### config.mk
export PLATFORM = sky130hd
export DESIGN_NAME = freq_detect_flat
export DESIGN_NICKNAME = d
export VERILOG_FILES = /design/src/rtl/freq_detect_if.sv /design/src/rtl/freq_detect.sv /design/src/flat_wrapper.sv
export SDC_FILE = /design/constraint.sdc
export NUM_CORES = 1
export LEC_CHECK = 0
export CORE_ASPECT_RATIO = 0.75
export CORE_UTILIZATION = 60
export CTS_CLUSTER_SIZE = 12
export DETAILED_ROUTE_END_ITERATION = 10
export PLACE_DENSITY = 0.84
export SYNTH_ARGS = -nofsm -noshare
export SYNTH_HDL_FRONTEND = slang
export SYNTH_SLANG_ARGS = --single-unit
### constraint.sdc
create_clock -name clk -period 12.5 [get_ports clk]
set_clock_uncertainty 0.05 [all_clocks]
set_input_delay 3.75 -clock clk [delete_from_list [all_inputs] [get_ports clk]]
set_output_delay 3.75 -clock clk [all_outputs]
set_load 0.01 [all_outputs]
### src/rtl/freq_detect_if.sv
// freq_detect_if: FFT RAM 1 read port, start pulse and peak-detect results.
// The slave modport is the freq_detect side; master is its environment.
interface freq_detect_if;
    logic        fftdone;
    logic [27:0] ramq1;
    logic [9:0]  rdaddr1;
    logic [9:0]  maxbin;
    logic [27:0] maxpwr;
    logic        busy;
    logic        detectdone;
    logic        nodetect;

    modport slave (
        input  fftdone,
        input  ramq1,
        output rdaddr1,
        output maxbin,
        output maxpwr,
        output busy,
        output detectdone,
        output nodetect
    );

    modport master (
        output fftdone,
        output ramq1,
        input  rdaddr1,
        input  maxbin,
        input  maxpwr,
        input  busy,
        input  detectdone,
        input  nodetect
    );
endinterface

### src/rtl/freq_detect.sv
// freq_detect: scans FFT bins BINLO..BINHI of RAM 1, computes |X|^2 per bin
// and reports the lowest-indexed bin of maximum power. After the scan the RAM
// read address is parked on the peak bin so ramq1 carries its sample when the
// done pulse fires. Optional macro FD_THRESH_EN adds a minimum-power
// threshold that turns a weak peak into a nodetect pulse.
module freq_detect #(
    parameter int unsigned BINLO = 1,
    parameter int unsigned BINHI = 511,
    parameter int unsigned RDLAT = 2
`ifdef FD_THRESH_EN
    ,
    parameter logic [27:0] PWR_THRESH = 28'd4096
`endif
) (
    input  logic          clk,
    input  logic          reset,
    freq_detect_if.slave  bus
);

    localparam int unsigned AW    = 10;
    localparam int unsigned DW    = 28;
    localparam int unsigned CW    = 14;
    localparam int unsigned CNT_W = $clog2(RDLAT + 2);

    localparam logic [AW-1:0]    BIN_LO_A     = AW'(BINLO);
    localparam logic [AW-1:0]    BIN_HI_A     = AW'(BINHI);
    localparam logic [CNT_W-1:0] DRAIN_LAST   = CNT_W'(RDLAT);
    localparam logic [CNT_W-1:0] SETTLE_LAST  = CNT_W'(RDLAT - 1);

    typedef enum logic [2:0] {
        S_IDLE,
        S_SCAN,
        S_DRAIN,
        S_SETTLE,
        S_DONE
    } state_t;

    state_t              state_q, state_d;
    logic [CNT_W-1:0]    cnt_q, cnt_d;
    logic [AW-1:0]       rdaddr_q, rdaddr_d;
    logic [AW-1:0]       maxbin_q, maxbin_d;
    logic [DW-1:0]       maxpwr_q, maxpwr_d;
    logic                busy_q, busy_d;
    logic                detect_q, detect_d;
`ifdef FD_THRESH_EN
    logic                nodetect_q, nodetect_d;
`endif

    // Valid tag and bin index travelling alongside the RAM read latency
    logic [RDLAT-1:0]    tag_q, tag_d;
    logic [AW-1:0]       bin_q [RDLAT];
    logic [AW-1:0]       bin_d [RDLAT];

    // Registered power stage
    logic [DW-1:0]       pwr_q, pwr_d;
    logic                pwr_vld_q, pwr_vld_d;
    logic [AW-1:0]       pwr_bin_q, pwr_bin_d;

    // Running maximum during the scan
    logic [DW-1:0]       run_max_q, run_max_d;
    logic [AW-1:0]       run_bin_q, run_bin_d;

    logic signed [CW-1:0] re_c, im_c;
    logic signed [DW-1:0] re_sq_c, im_sq_c;

    // Squares are non-negative and at most 2^26, so their sum (<= 2^27) fits 28b unsigned
    assign re_c    = bus.ramq1[27:14];
    assign im_c    = bus.ramq1[13:0];
    assign re_sq_c = re_c * re_c;
    assign im_sq_c = im_c * im_c;

    // Next-state, datapath and output computation
    always_comb begin
        state_d   = state_q;
        cnt_d     = cnt_q;
        rdaddr_d  = rdaddr_q;
        maxbin_d  = maxbin_q;
        maxpwr_d  = maxpwr_q;
        busy_d    = busy_q;
        detect_d  = 1'b0;
`ifdef FD_THRESH_EN
        nodetect_d = 1'b0;
`endif

        tag_d[0] = (state_q == S_SCAN);
        bin_d[0] = rdaddr_q;
        for (int i = 1; i < RDLAT; i++) begin
            tag_d[i] = tag_q[i-1];
            bin_d[i] = bin_q[i-1];
        end

        pwr_d     = $unsigned(re_sq_c) + $unsigned(im_sq_c);
        pwr_vld_d = tag_q[RDLAT-1];
        pwr_bin_d = bin_q[RDLAT-1];

        // Strict greater-than on ascending bins keeps the lowest bin on ties
        run_max_d = run_max_q;
        run_bin_d = run_bin_q;
        if (state_q == S_IDLE && bus.fftdone) begin
            run_max_d = '0;
            run_bin_d = BIN_LO_A;
        end else if (pwr_vld_q && (pwr_q > run_max_q)) begin
            run_max_d = pwr_q;
            run_bin_d = pwr_bin_q;
        end

        case (state_q)
            S_IDLE: begin
                rdaddr_d = maxbin_q;
                if (bus.fftdone) begin
                    state_d  = S_SCAN;
                    rdaddr_d = BIN_LO_A;
                    busy_d   = 1'b1;
                end
            end
            S_SCAN: begin
                if (rdaddr_q == BIN_HI_A) begin
                    state_d = S_DRAIN;
                    cnt_d   = '0;
                end else begin
                    rdaddr_d = rdaddr_q + AW'(1);
                end
            end
            S_DRAIN: begin
                // The last compare lands on this exit edge, so publish the next running max
                if (cnt_q == DRAIN_LAST) begin
                    state_d  = S_SETTLE;
                    cnt_d    = '0;
                    maxbin_d = run_bin_d;
                    maxpwr_d = run_max_d;
                    rdaddr_d = run_bin_d;
                end else begin
                    cnt_d = cnt_q + CNT_W'(1);
                end
            end
            S_SETTLE: begin
                rdaddr_d = maxbin_q;
                if (cnt_q == SETTLE_LAST) begin
                    state_d = S_DONE;
                    busy_d  = 1'b0;
`ifdef FD_THRESH_EN
                    detect_d   = (maxpwr_q >= PWR_THRESH);
                    nodetect_d = (maxpwr_q <  PWR_THRESH);
`else
                    detect_d   = 1'b1;
`endif
                end else begin
                    cnt_d = cnt_q + CNT_W'(1);
                end
            end
            S_DONE: begin
                state_d  = S_IDLE;
                rdaddr_d = maxbin_q;
            end
            default: begin
                state_d = S_IDLE;
            end
        endcase
    end

    // State, pipeline and output registers with synchronous reset
    always_ff @(posedge clk) begin
        if (reset) begin
            state_q    <= S_IDLE;
            cnt_q      <= '0;
            rdaddr_q   <= '0;
            maxbin_q   <= '0;
            maxpwr_q   <= '0;
            busy_q     <= 1'b0;
            detect_q   <= 1'b0;
`ifdef FD_THRESH_EN
            nodetect_q <= 1'b0;
`endif
            tag_q      <= '0;
            for (int i = 0; i < RDLAT; i++) begin
                bin_q[i] <= '0;
            end
            pwr_q      <= '0;
            pwr_vld_q  <= 1'b0;
            pwr_bin_q  <= '0;
            run_max_q  <= '0;
            run_bin_q  <= '0;
        end else begin
            state_q    <= state_d;
            cnt_q      <= cnt_d;
            rdaddr_q   <= rdaddr_d;
            maxbin_q   <= maxbin_d;
            maxpwr_q   <= maxpwr_d;
            busy_q     <= busy_d;
            detect_q   <= detect_d;
`ifdef FD_THRESH_EN
            nodetect_q <= nodetect_d;
`endif
            tag_q      <= tag_d;
            for (int i = 0; i < RDLAT; i++) begin
                bin_q[i] <= bin_d[i];
            end
            pwr_q      <= pwr_d;
            pwr_vld_q  <= pwr_vld_d;
            pwr_bin_q  <= pwr_bin_d;
            run_max_q  <= run_max_d;
            run_bin_q  <= run_bin_d;
        end
    end

    assign bus.rdaddr1    = rdaddr_q;
    assign bus.maxbin     = maxbin_q;
    assign bus.maxpwr     = maxpwr_q;
    assign bus.busy       = busy_q;
    assign bus.detectdone = detect_q;
`ifdef FD_THRESH_EN
    assign bus.nodetect   = nodetect_q;
`else
    assign bus.nodetect   = 1'b0;
`endif

endmodule

### src/flat_wrapper.sv
// flat-port wrapper written by rule: the top's interface ports become plain ports
module freq_detect_flat 
#(
    parameter int unsigned BINLO = 1,
    parameter int unsigned BINHI = 511,
    parameter int unsigned RDLAT = 2

)
  (clk, reset, bus_fftdone, bus_ramq1, bus_rdaddr1, bus_maxbin, bus_maxpwr, bus_busy, bus_detectdone, bus_nodetect);
  freq_detect_if bus_i ();
  input  logic clk;
  input  logic reset;
  input wire logic [$bits(bus_i.fftdone)-1:0] bus_fftdone;
  input wire logic [$bits(bus_i.ramq1)-1:0] bus_ramq1;
  output wire logic [$bits(bus_i.rdaddr1)-1:0] bus_rdaddr1;
  output wire logic [$bits(bus_i.maxbin)-1:0] bus_maxbin;
  output wire logic [$bits(bus_i.maxpwr)-1:0] bus_maxpwr;
  output wire logic [$bits(bus_i.busy)-1:0] bus_busy;
  output wire logic [$bits(bus_i.detectdone)-1:0] bus_detectdone;
  output wire logic [$bits(bus_i.nodetect)-1:0] bus_nodetect;
  assign bus_i.fftdone = bus_fftdone;
  assign bus_i.ramq1 = bus_ramq1;
  assign bus_rdaddr1 = bus_i.rdaddr1;
  assign bus_maxbin = bus_i.maxbin;
  assign bus_maxpwr = bus_i.maxpwr;
  assign bus_busy = bus_i.busy;
  assign bus_detectdone = bus_i.detectdone;
  assign bus_nodetect = bus_i.nodetect;
  freq_detect #(.BINLO(BINLO), .BINHI(BINHI), .RDLAT(RDLAT)) u_core (.clk(clk), .reset(reset), .bus(bus_i));
endmodule
==> flow_summary.yaml, run 1 <==
clocking:
  clk_pin_slew_ns: 0.07
  htree_levels: 4
  cts-resized-gates: 0
  clock_latency_ns: 0.43
  clockBufferDepth: 2
  postCtsSetupBuffers: 0
  cts_made_buffers: 17
  cts_tree: "yes"
  cts_hold_buffers: 0
  cts-root-buf: "clkbuf_16"
  clock-sinks: 154
floorplan:
  dieArea_um2: 33100
  die_x_um: 210
  io_pins: 82
  rows: 56
  initial_core_util_pct: 61.5
  core_area_um2: 31500
  die_h_um: 158
synth:
  yosysTopAreaCellShare_pct: 41.8
  synth_top_family_by_area: "adder cells"
  synth_top_cells_by_area: "fa_1 42%, dfxtp_1 16%, ha_1 9.7%"
  synth.distinct_cells: 57
  synth-seq-cells: 154
  synth_fa_ha_area_share_pct: 51.5
  synthSimpleGateAreaFrac_pct: 10.7
  synthXorXnorAreaFrac_pct: 2.35
  syn_area_um2: 19400
  synth_top_cell_by_area: "fa_1"
  async_flop_share_pct: 0
  synth_compound_area_share_pct: 6.11
  yosysSeqAreaShare_pct: 15.9
  synth_top_flop_cell: "dfxtp_1"
  synth_edf_count: 0
  yosys_warnings: 0
  syn_avg_cell_area_um2: 9.73
  mappedNetlistNets: 2580
  muxShareOfSynthArea_pct: 2.39
  syn_inst: 1994
layout:
  antenna_cells: 0
  area.growth.synth_to_final_pct: 8.52
  fin_nets: 2617
  final_cell_count_no_fill: 2450
  fill_cells: 2277
  drive_gt1_share_pct: 2.79
  finish.instance_area_um2: 21100
placement:
  port_buffers: 80
  gp_congestion: 0.936
  dpl_cell_area_um2: 20500
  place_inst: 2418
  hpwl_um: 36800
routing:
  antenna_left: 0
  vias_per_cell: 5.56
  firstDrtPassIters: 5
  vias: 13627
  drt-total-wl_um: 44700
  detail_route.wl_per_cell_um: 18.3
  drc: 0
  drtIter0Drc: 915
timing:
  tightestPinTransition_ns: 1.21
  timing.fmax_mhz: 88.0
  relSlewSlack_pct: 19.5
  slew_violations: 0
  fin_crit_sh_pct: 90.9
  rsz0062_at_grt: "false"
  layout_min_cycle_time_ns: 11.36
  setup_tns_ns: 0
  setup_viol: 0
  hold_viol: 0
grt:
  overflow: 0
  antenna_found_initial: 0
  grt_pass1_vias: 14874
  grt_max_degree: 77
  grt_usage_pct: 29.1
  grt_first_pass_wirelength_um: 75000
run:
  cap_violations: 0
worst_setup_path:
  path_class: "in -> reg"
  path_cells: "clkdlybuf4s50_1, nand2_1, inv_1, fa_1, inv_1, fa_1, inv_1, fa_1, fa_1, fa_1, fa_1, fa_1, inv_1, fa_1, inv_1, ha_1, nand2_1, or3_1, o21ai_0, o211ai_1, a31oi_1, o21a_1, nor3_1"
  endpoint_kind: "flip-flop"
  cp_slowest_cell: "clkdlybuf4s50_1"
  critPathArrivalTime_ns: 11.60
  cpMostUsedCell: "fa_1"
  critPathMaxStageDelay_ns: 1.01
  worst_setup_path_start_kind: "input port"
  critPathRequiredTime_ns: 12.74
  crit_fanout: 17
worst_hold_path:
  min_path_type: "reg -> reg"
outcome:
  status: "finished clean"
-- cell usage after synthesis (2+ instances only) --
master and instances:
a211oi_1 6, a21o_1 7, a21oi_1 70, a221o_1 4, a221oi_1 4, a22oi_1 2, a31oi_1 10, a32oi_1 2
and2_1 65, and3_1 11, and4_1 2, buf_1 3, buf_2 2, buf_4 13, buf_6 3, clkbuf_1 55
clkinv_1 3, dfxtp_1 154, fa_1 405, ha_1 150, inv_1 473, mux2_2 2, mux2i_1 43, nand2_1 126
nand2b_1 8, nand3_1 11, nand3b_1 2, nand4_1 9, nand4b_1 4, nor2_1 117, nor2b_1 46, nor3_1 21
nor3b_1 2, o211ai_1 6, o21a_1 6, o21ai_0 70, o22ai_1 4, or2_2 3, or3_1 2, xnor2_1 37
xor2_1 15
-- routing by layer --
layer	track usage [%]	vias to the layer above	wire, um
met5	0	-	0
met4	6.95	0	1030
met3	6.72	100	4010
met2	48.3	592	21300
met1	39.1	6854	18400
li1	-	6081	-
-- worst max-delay path: cells and delay by family --
family / cells / cell delay (ns)
fa+ha+maj: 9 / 4.13
buf+inv: 6 / 1.83
compound gates: 4 / 0.98
simple gates: 4 / 0.89
-- state kept, by name, summed over array words and instances, names as in the netlist, 2 cells and up --
register,flops
u_core.cnt_q,2
u_core.run_max_q,28
u_core.pwr_bin_q,10
u_core.bin_q,20
u_core.tag_q,2
u_core.bus.maxbin,10
u_core.state_q,3
u_core.run_bin_q,10
u_core.pwr_q,28
u_core.bus.rdaddr1,10
u_core.bus.maxpwr,28
-- layout by cell type, fill, tap and decap left out, types with 37 or more instances in the layout --
cell type | synthesis | routed
dfxtp_1 | 154 | 154
ha_1 | 150 | 150
nor2_1 | 117 | 117
xnor2_1 | 37 | 37
inv_1 | 473 | 473
mux2i_1 | 43 | 43
clkdlybuf4s50_1 | 0 | 79
and2_1 | 65 | 65
o21ai_0 | 70 | 70
fa_1 | 405 | 405
nand2_1 | 126 | 126
nor2b_1 | 46 | 46
a21oi_1 | 70 | 70
-- layout make-up --
cell class / count / area [um2] / area share (%)
inverter: 476 / 1790 / 8.49
clock inverter: 15 / 159 / 0.755
clock buffer: 17 / 425 / 2.02
tap: 406 / 508 / 2.41
timing repair buffer: 94 / 901 / 4.28
sequential: 154 / 3080 / 14.6
multi-input combinational: 1288 / 14200 / 67.4
-- metrics by stage --
| stage | setup WS (ns) | utilization (%) | hold slack, ns |
|---|---|---|---|
| after floorplan | 2.29 | - | 0.364 |
| after global placement | 1.02 | 64.9 | 0.365 |
| after detailed placement | 0.779 | 64.9 | 0.377 |
| after CTS | 1.21 | 66.8 | 0.392 |
| after global routing | 0.762 | 66.8 | 0.401 |
| final | 1.14 | 66.8 | 0.388 |
-- cells by family (layout without fill, tap and decap cells) --
kind of cell	Yosys count	after routing
adders and majority gates	555	555
buffers and inverters	552	602
and+or+nand+nor	432	432
AOI/OAI and AO/OA	202	202
DFF	154	154
xor gates and xnor gates	52	52
muxes	46	46
other	1	1
-- worst paths after layout --
path / from / end / slack (ns) / cells past startpoint
worst max register to register: u_core.run_max_q[10] / u_core.bus.maxbin[8] / 8.99 / 10
worst min register to register: u_core.bin_q[0][1] / u_core.bin_q[1][1] / 0.39 / 1
worst max-delay path: bus_ramq1[0] / u_core.pwr_q[27] / 1.14 / 23
worst min-delay path: u_core.bin_q[0][1] / u_core.bin_q[1][1] / 0.39 / 1
Power of run 1 is not shown: default switching activity piles up to over one toggle a cycle in this logic, so the estimate is an artifact.
==> run 2: changes to the inputs <==
- PLACE_DENSITY: 0.84 -> 0.8
==> run 2 against run 1 <==
Die area stayed put; first-iteration DRC count is 1.7% higher; wire length down 1.8%; cell area grew 0.32%; maximum frequency rose by 1.2%; non-clock buffer count grew 5; via count fell by 1.1%; largest cell class unchanged.
==> flow_summary.yaml, run 2 (synthesis results as in run 1) <==
worst_hold_path:
  min_path_type: "reg -> reg"
  hp-start: "u_core.bin_q[0][1]"
  hold-path-endpoint: "u_core.bin_q[1][1]"
  whs_path_depth: 1
outcome:
  status: "finished clean"
floorplan:
  dieArea_um2: 33100
  io_pins: 82
  die_x_um: 210
  core_area_um2: 31500
  rows: 56
  initial_core_util_pct: 61.5
  die_h_um: 158
worst_setup_path:
  critPathMaxStageDelay_ns: 0.82
  cpMostUsedCell: "fa_1"
  regToRegSetupSlack_ns: 8.69
  worst_setup_path_start_kind: "input port"
  crit_fanout: 13
  critPathArrivalTime_ns: 11.52
  cp_top_family: "adder cells"
  cp_slowest_cell: "clkdlybuf4s50_1"
  path_cells: "clkdlybuf4s50_1, inv_1, nor2_1, fa_1, fa_1, fa_1, fa_1, fa_1, fa_1, fa_1, ha_1, ha_1, and3_1, a31oi_1, nand3_1, o211ai_1, a31oi_1, o21a_1, nor3_1"
  path_buf_inv: 2
  reg2reg_from: "u_core.run_max_q[10]"
  path_class: "in -> reg"
  rr_endpoint: "u_core.bus.maxpwr[18]"
  rr_worst_depth: 10
  critPathRequiredTime_ns: 12.80
  endpoint_kind: "flip-flop"
layout:
  fin_nets: 2622
  antenna_cells: 0
  layout_common_cells: "473 x inv_1, 405 x fa_1, 154 x dfxtp_1"
  area.growth.synth_to_final_pct: 8.86
  finish.instance_area_um2: 21100
  final_common_cell: "inv_1"
  drive_gt1_share_pct: 3.03
grt:
  grt_util_met3_pct: 6.01
  grtUsageMet1_pct: 40.3
  grt_pass1_vias: 14521
  grt_max_degree: 77
  antenna_found_initial: 0
  grt.busiest_layer: "met2"
  grt_util_met2_pct: 45.6
  overflow: 0
  grt_first_pass_wirelength_um: 73500
  grt_usage_pct: 28.5
clocking:
  cts_made_buffers: 17
  htree_levels: 4
  clk_pin_slew_ns: 0.07
  clock_latency_ns: 0.42
  cts_hold_buffers: 0
  clock-sinks: 154
  cts-root-buf: "clkbuf_16"
  cts_tree: "yes"
  clockBufferDepth: 2
  cts-resized-gates: 0
  postCtsSetupBuffers: 0
timing:
  setup_tns_ns: 0
  rsz0062_at_grt: "false"
  layout_min_cycle_time_ns: 11.23
  slew_violations: 0
  setup_viol: 0
  tightestPinTransition_ns: 1.19
  finalWorstSetupSlack_ns: 1.27
  fin_crit_sh_pct: 89.8
  hold_viol: 0
  timing.fmax_mhz: 89.1
  relSlewSlack_pct: 20.6
placement:
  port_buffers: 80
  hpwl_um: 36600
  dpl_cell_area_um2: 20500
  gp_congestion: 0.912
  pre_cts_ws_ns: 0.976
routing:
  drtIter0Drc: 931
  drt-total-wl_um: 43900
  detail_route.wl_per_cell_um: 17.9
  vias_per_cell: 5.49
  firstDrtPassIters: 5
  vias: 13471
  antenna_left: 0
  drc: 0
run:
  cap_violations: 0
[run 2: cell types whose count changed in the layout (fill, tap and decap cells not counted)]
| cell | delta |
|---|---|
| bufinv_16 | +2 |
| buf_4 | +5 |
| clkinv_4 | -1 |
| clkinv_2 | +1 |
| clkinv_8 | -1 |
| inv_8 | -1 |
[run 2: metal layers]
metal | wire [um] | part of all wire, % | up-vias
met5 | 0 | 0 | -
met4 | 840 | 1.9 | 0
met3 | 3400 | 7.7 | 73
met2 | 20600 | 47 | 501
met1 | 19200 | 44 | 6795
li1 | - | - | 6102
[run 2: area by class of cell]
| cell class | count | area (um2) |
|---|---|---|
| multi-input cells | 1288 | 14200 |
| fillers | 2403 | 10400 |
| flip-flops and latches | 154 | 3080 |
| inverters | 476 | 1790 |
| repair buffers | 99 | 938 |
| well taps | 406 | 508 |
| clock buffers | 17 | 425 |
| clock inverters | 15 | 188 |
[run 2: worst max path at each step]
stage	startpoint	cells after the start	end
global placement	bus_ramq1[27]	19	u_core.pwr_q[27]
CTS	bus_ramq1[27]	19	u_core.pwr_q[27]
global route	bus_ramq1[27]	19	u_core.pwr_q[27]
detailed placement	bus_ramq1[27]	19	u_core.pwr_q[27]
finish	bus_ramq1[27]	19	u_core.pwr_q[27]
floorplan	bus_ramq1[0]	23	u_core.pwr_q[19]
[run 2: worst reg2reg max path, cell delays in order (launching register included)]
cell,delay (ns)
dfxtp_1,0.33
inv_1,0.05
ha_1,0.32
a21oi_1,0.15
nand2_1,0.07
a21oi_1,0.25
a31oi_1,0.18
o311ai_4,0.98
buf_4,0.59
mux2i_1,0.54
a21oi_1,0.14
[run 2: metrics by stage]
step                utilization [%]  hold slack [ns]  cells
finish                         67.0            0.385   2455
global route                   67.0            0.396   2455
CTS                            67.0            0.391   2455
detailed placement             65.0            0.376   2423
global placement               65.0            0.366   2423
floorplan                         -            0.364   1994
Power of run 2 is left out for the same reason.
==> run 3: changes to the inputs <==
- GPL_TIMING_DRIVEN: not set -> 0
==> run 3 against run 2 <==
Count of clock-buffer cells in the layout rose by 5; maximum frequency shrank 7.4%; die area unchanged; via count is 2.3% higher; first-iteration DRC count increased by 13%; setup slack got worse by 0.90 ns; critical endpoint is now u_core.pwr_q[19]; utilization up 0.46 points.
==> flow_summary.yaml, run 3 (synthesis results as in run 1) <==
routing:
  firstDrtPassIters: 6
  drtIter0Drc: 1051
  detail_route.wl_per_cell_um: 18.6
  drc: 0
  vias: 13775
  drt-total-wl_um: 46700
  antenna_left: 0
  vias_per_cell: 5.49
grt:
  grt_max_degree: 17
  antenna_found_initial: 0
  grt_first_pass_wirelength_um: 76700
  overflow: 0
  grt_usage_pct: 30.3
  grt_pass1_vias: 14798
floorplan:
  core_area_um2: 31500
  dieArea_um2: 33100
  io_pins: 82
  rows: 56
  die_x_um: 210
  initial_core_util_pct: 61.5
  die_h_um: 158
clocking:
  cts-resized-gates: 0
  htree_levels: 4
  clk_pin_slew_ns: 0.06
  cts_hold_buffers: 0
  cts_tree: "yes"
  cts-root-buf: "clkbuf_16"
  clock_latency_ns: 0.42
  clock-sinks: 154
  cts_made_buffers: 17
  clockBufferDepth: 2
  postCtsSetupBuffers: 0
worst_setup_path:
  path_class: "in -> reg"
  path_buf_inv: 7
  cpMostUsedCell: "fa_1"
  critPathRequiredTime_ns: 12.73
  critPathArrivalTime_ns: 12.36
  crit_fanout: 10
  cp_top_family: "adder cells"
  cp_slowest_cell: "clkdlybuf4s50_1"
  endpoint_kind: "flip-flop"
  critPathMaxStageDelay_ns: 0.88
  worst_setup_path_start_kind: "input port"
  path_cells: "clkdlybuf4s50_1, clkbuf_1, nand2_1, inv_1, fa_1, inv_1, fa_1, inv_1, fa_1, fa_1, fa_1, fa_1, fa_1, inv_1, fa_1, inv_1, ha_1, nand2_1, or3_1, o211ai_1, a31oi_1, o21ai_0, xnor2_1, nor2_1"
placement:
  pre_cts_ws_ns: 0.0493
  hpwl_um: 39800
  port_buffers: 79
  gp_congestion: 0.965
  place_inst: 2479
layout:
  multi_input_area_um2: 14200
  layout_common_cells: "473 x inv_1, 405 x fa_1, 154 x dfxtp_1"
  drive_gt1_share_pct: 2.66
  seq_area_um2: 3080
  final_cell_count_no_fill: 2511
  area.growth.synth_to_final_pct: 9.61
  final_common_cell: "inv_1"
  antenna_cells: 0
  fin_util_pct: 67.5
  fin_nets: 2678
  fill_cells: 2456
worst_hold_path:
  min_path_type: "reg -> reg"
timing:
  tightestPinTransition_ns: 1.02
  rsz0062_at_grt: "false"
  setup_tns_ns: 0
  timing.fmax_mhz: 82.4
  layout_min_cycle_time_ns: 12.13
  finalWorstSetupSlack_ns: 0.371
  setup_viol: 0
  slew_violations: 0
  relSlewSlack_pct: 31.9
  hold_viol: 0
  fin_crit_sh_pct: 97.0
outcome:
  status: "finished clean"
run:
  cap_violations: 0
run 3: changes by cell type in the layout (fill, tap and decap cells not counted), moves of 2 or more:
cell       delta
clkbuf_1     +57
buf_4         -6
clkbuf_8      +3
buf_1         +3
clkinv_2      +2
inv_6         -5
bufinv_16     -2
buf_6         +3
run 3: worst register-to-register path: stages, from the launching register on:
cell	delay, ns
dfxtp_1	0.40
ha_1	0.25
nand3_1	0.16
nor2_1	0.12
and4_1	0.24
o32ai_1	0.88
nand3_1	0.43
o21ai_0	0.28
run 3: path summary, 6_finish.rpt:
check,end,cells after the start,startpoint,slack [ns]
max,u_core.pwr_q[19],24,bus_ramq1[0],0.37
max reg2reg,u_core.bus.rdaddr1[6],7,u_core.bus.rdaddr1[1],9.62
min reg2reg,u_core.bin_q[1][9],1,u_core.bin_q[0][9],0.38
min,u_core.bin_q[1][9],1,u_core.bin_q[0][9],0.38
run 3: stage by stage:
stage          cell area [um2]  hold WS (ns)
2_1_floorplan            19400         0.364
3_3_place_gp             20700         0.367
3_5_place_dp             20700         0.373
4_1_cts                  21300         0.386
5_1_grt                  21300         0.395
6_report                 21300         0.383
run 3: final cells by class:
type	count	share of cell area [%]
clock inverters	10	0.435
multi-input cells	1288	66.6
plain buffers	76	1.69
inverters	476	8.40
well taps	406	2.39
repair buffers	79	3.72
clock buffers	22	2.23
flip-flops and latches	154	14.5
run 3: per-layer routing:
metal | global-route usage (%) | wire length (um) | vias up
met1 | 43.1 | 20600 | 7018
met3 | 6.43 | 3710 | 66
met4 | 6.64 | 848 | 0
li1 | - | - | 6221
met5 | 0 | 0 | -
met2 | 48.2 | 21600 | 470
Power of run 3 is left out for the same reason.
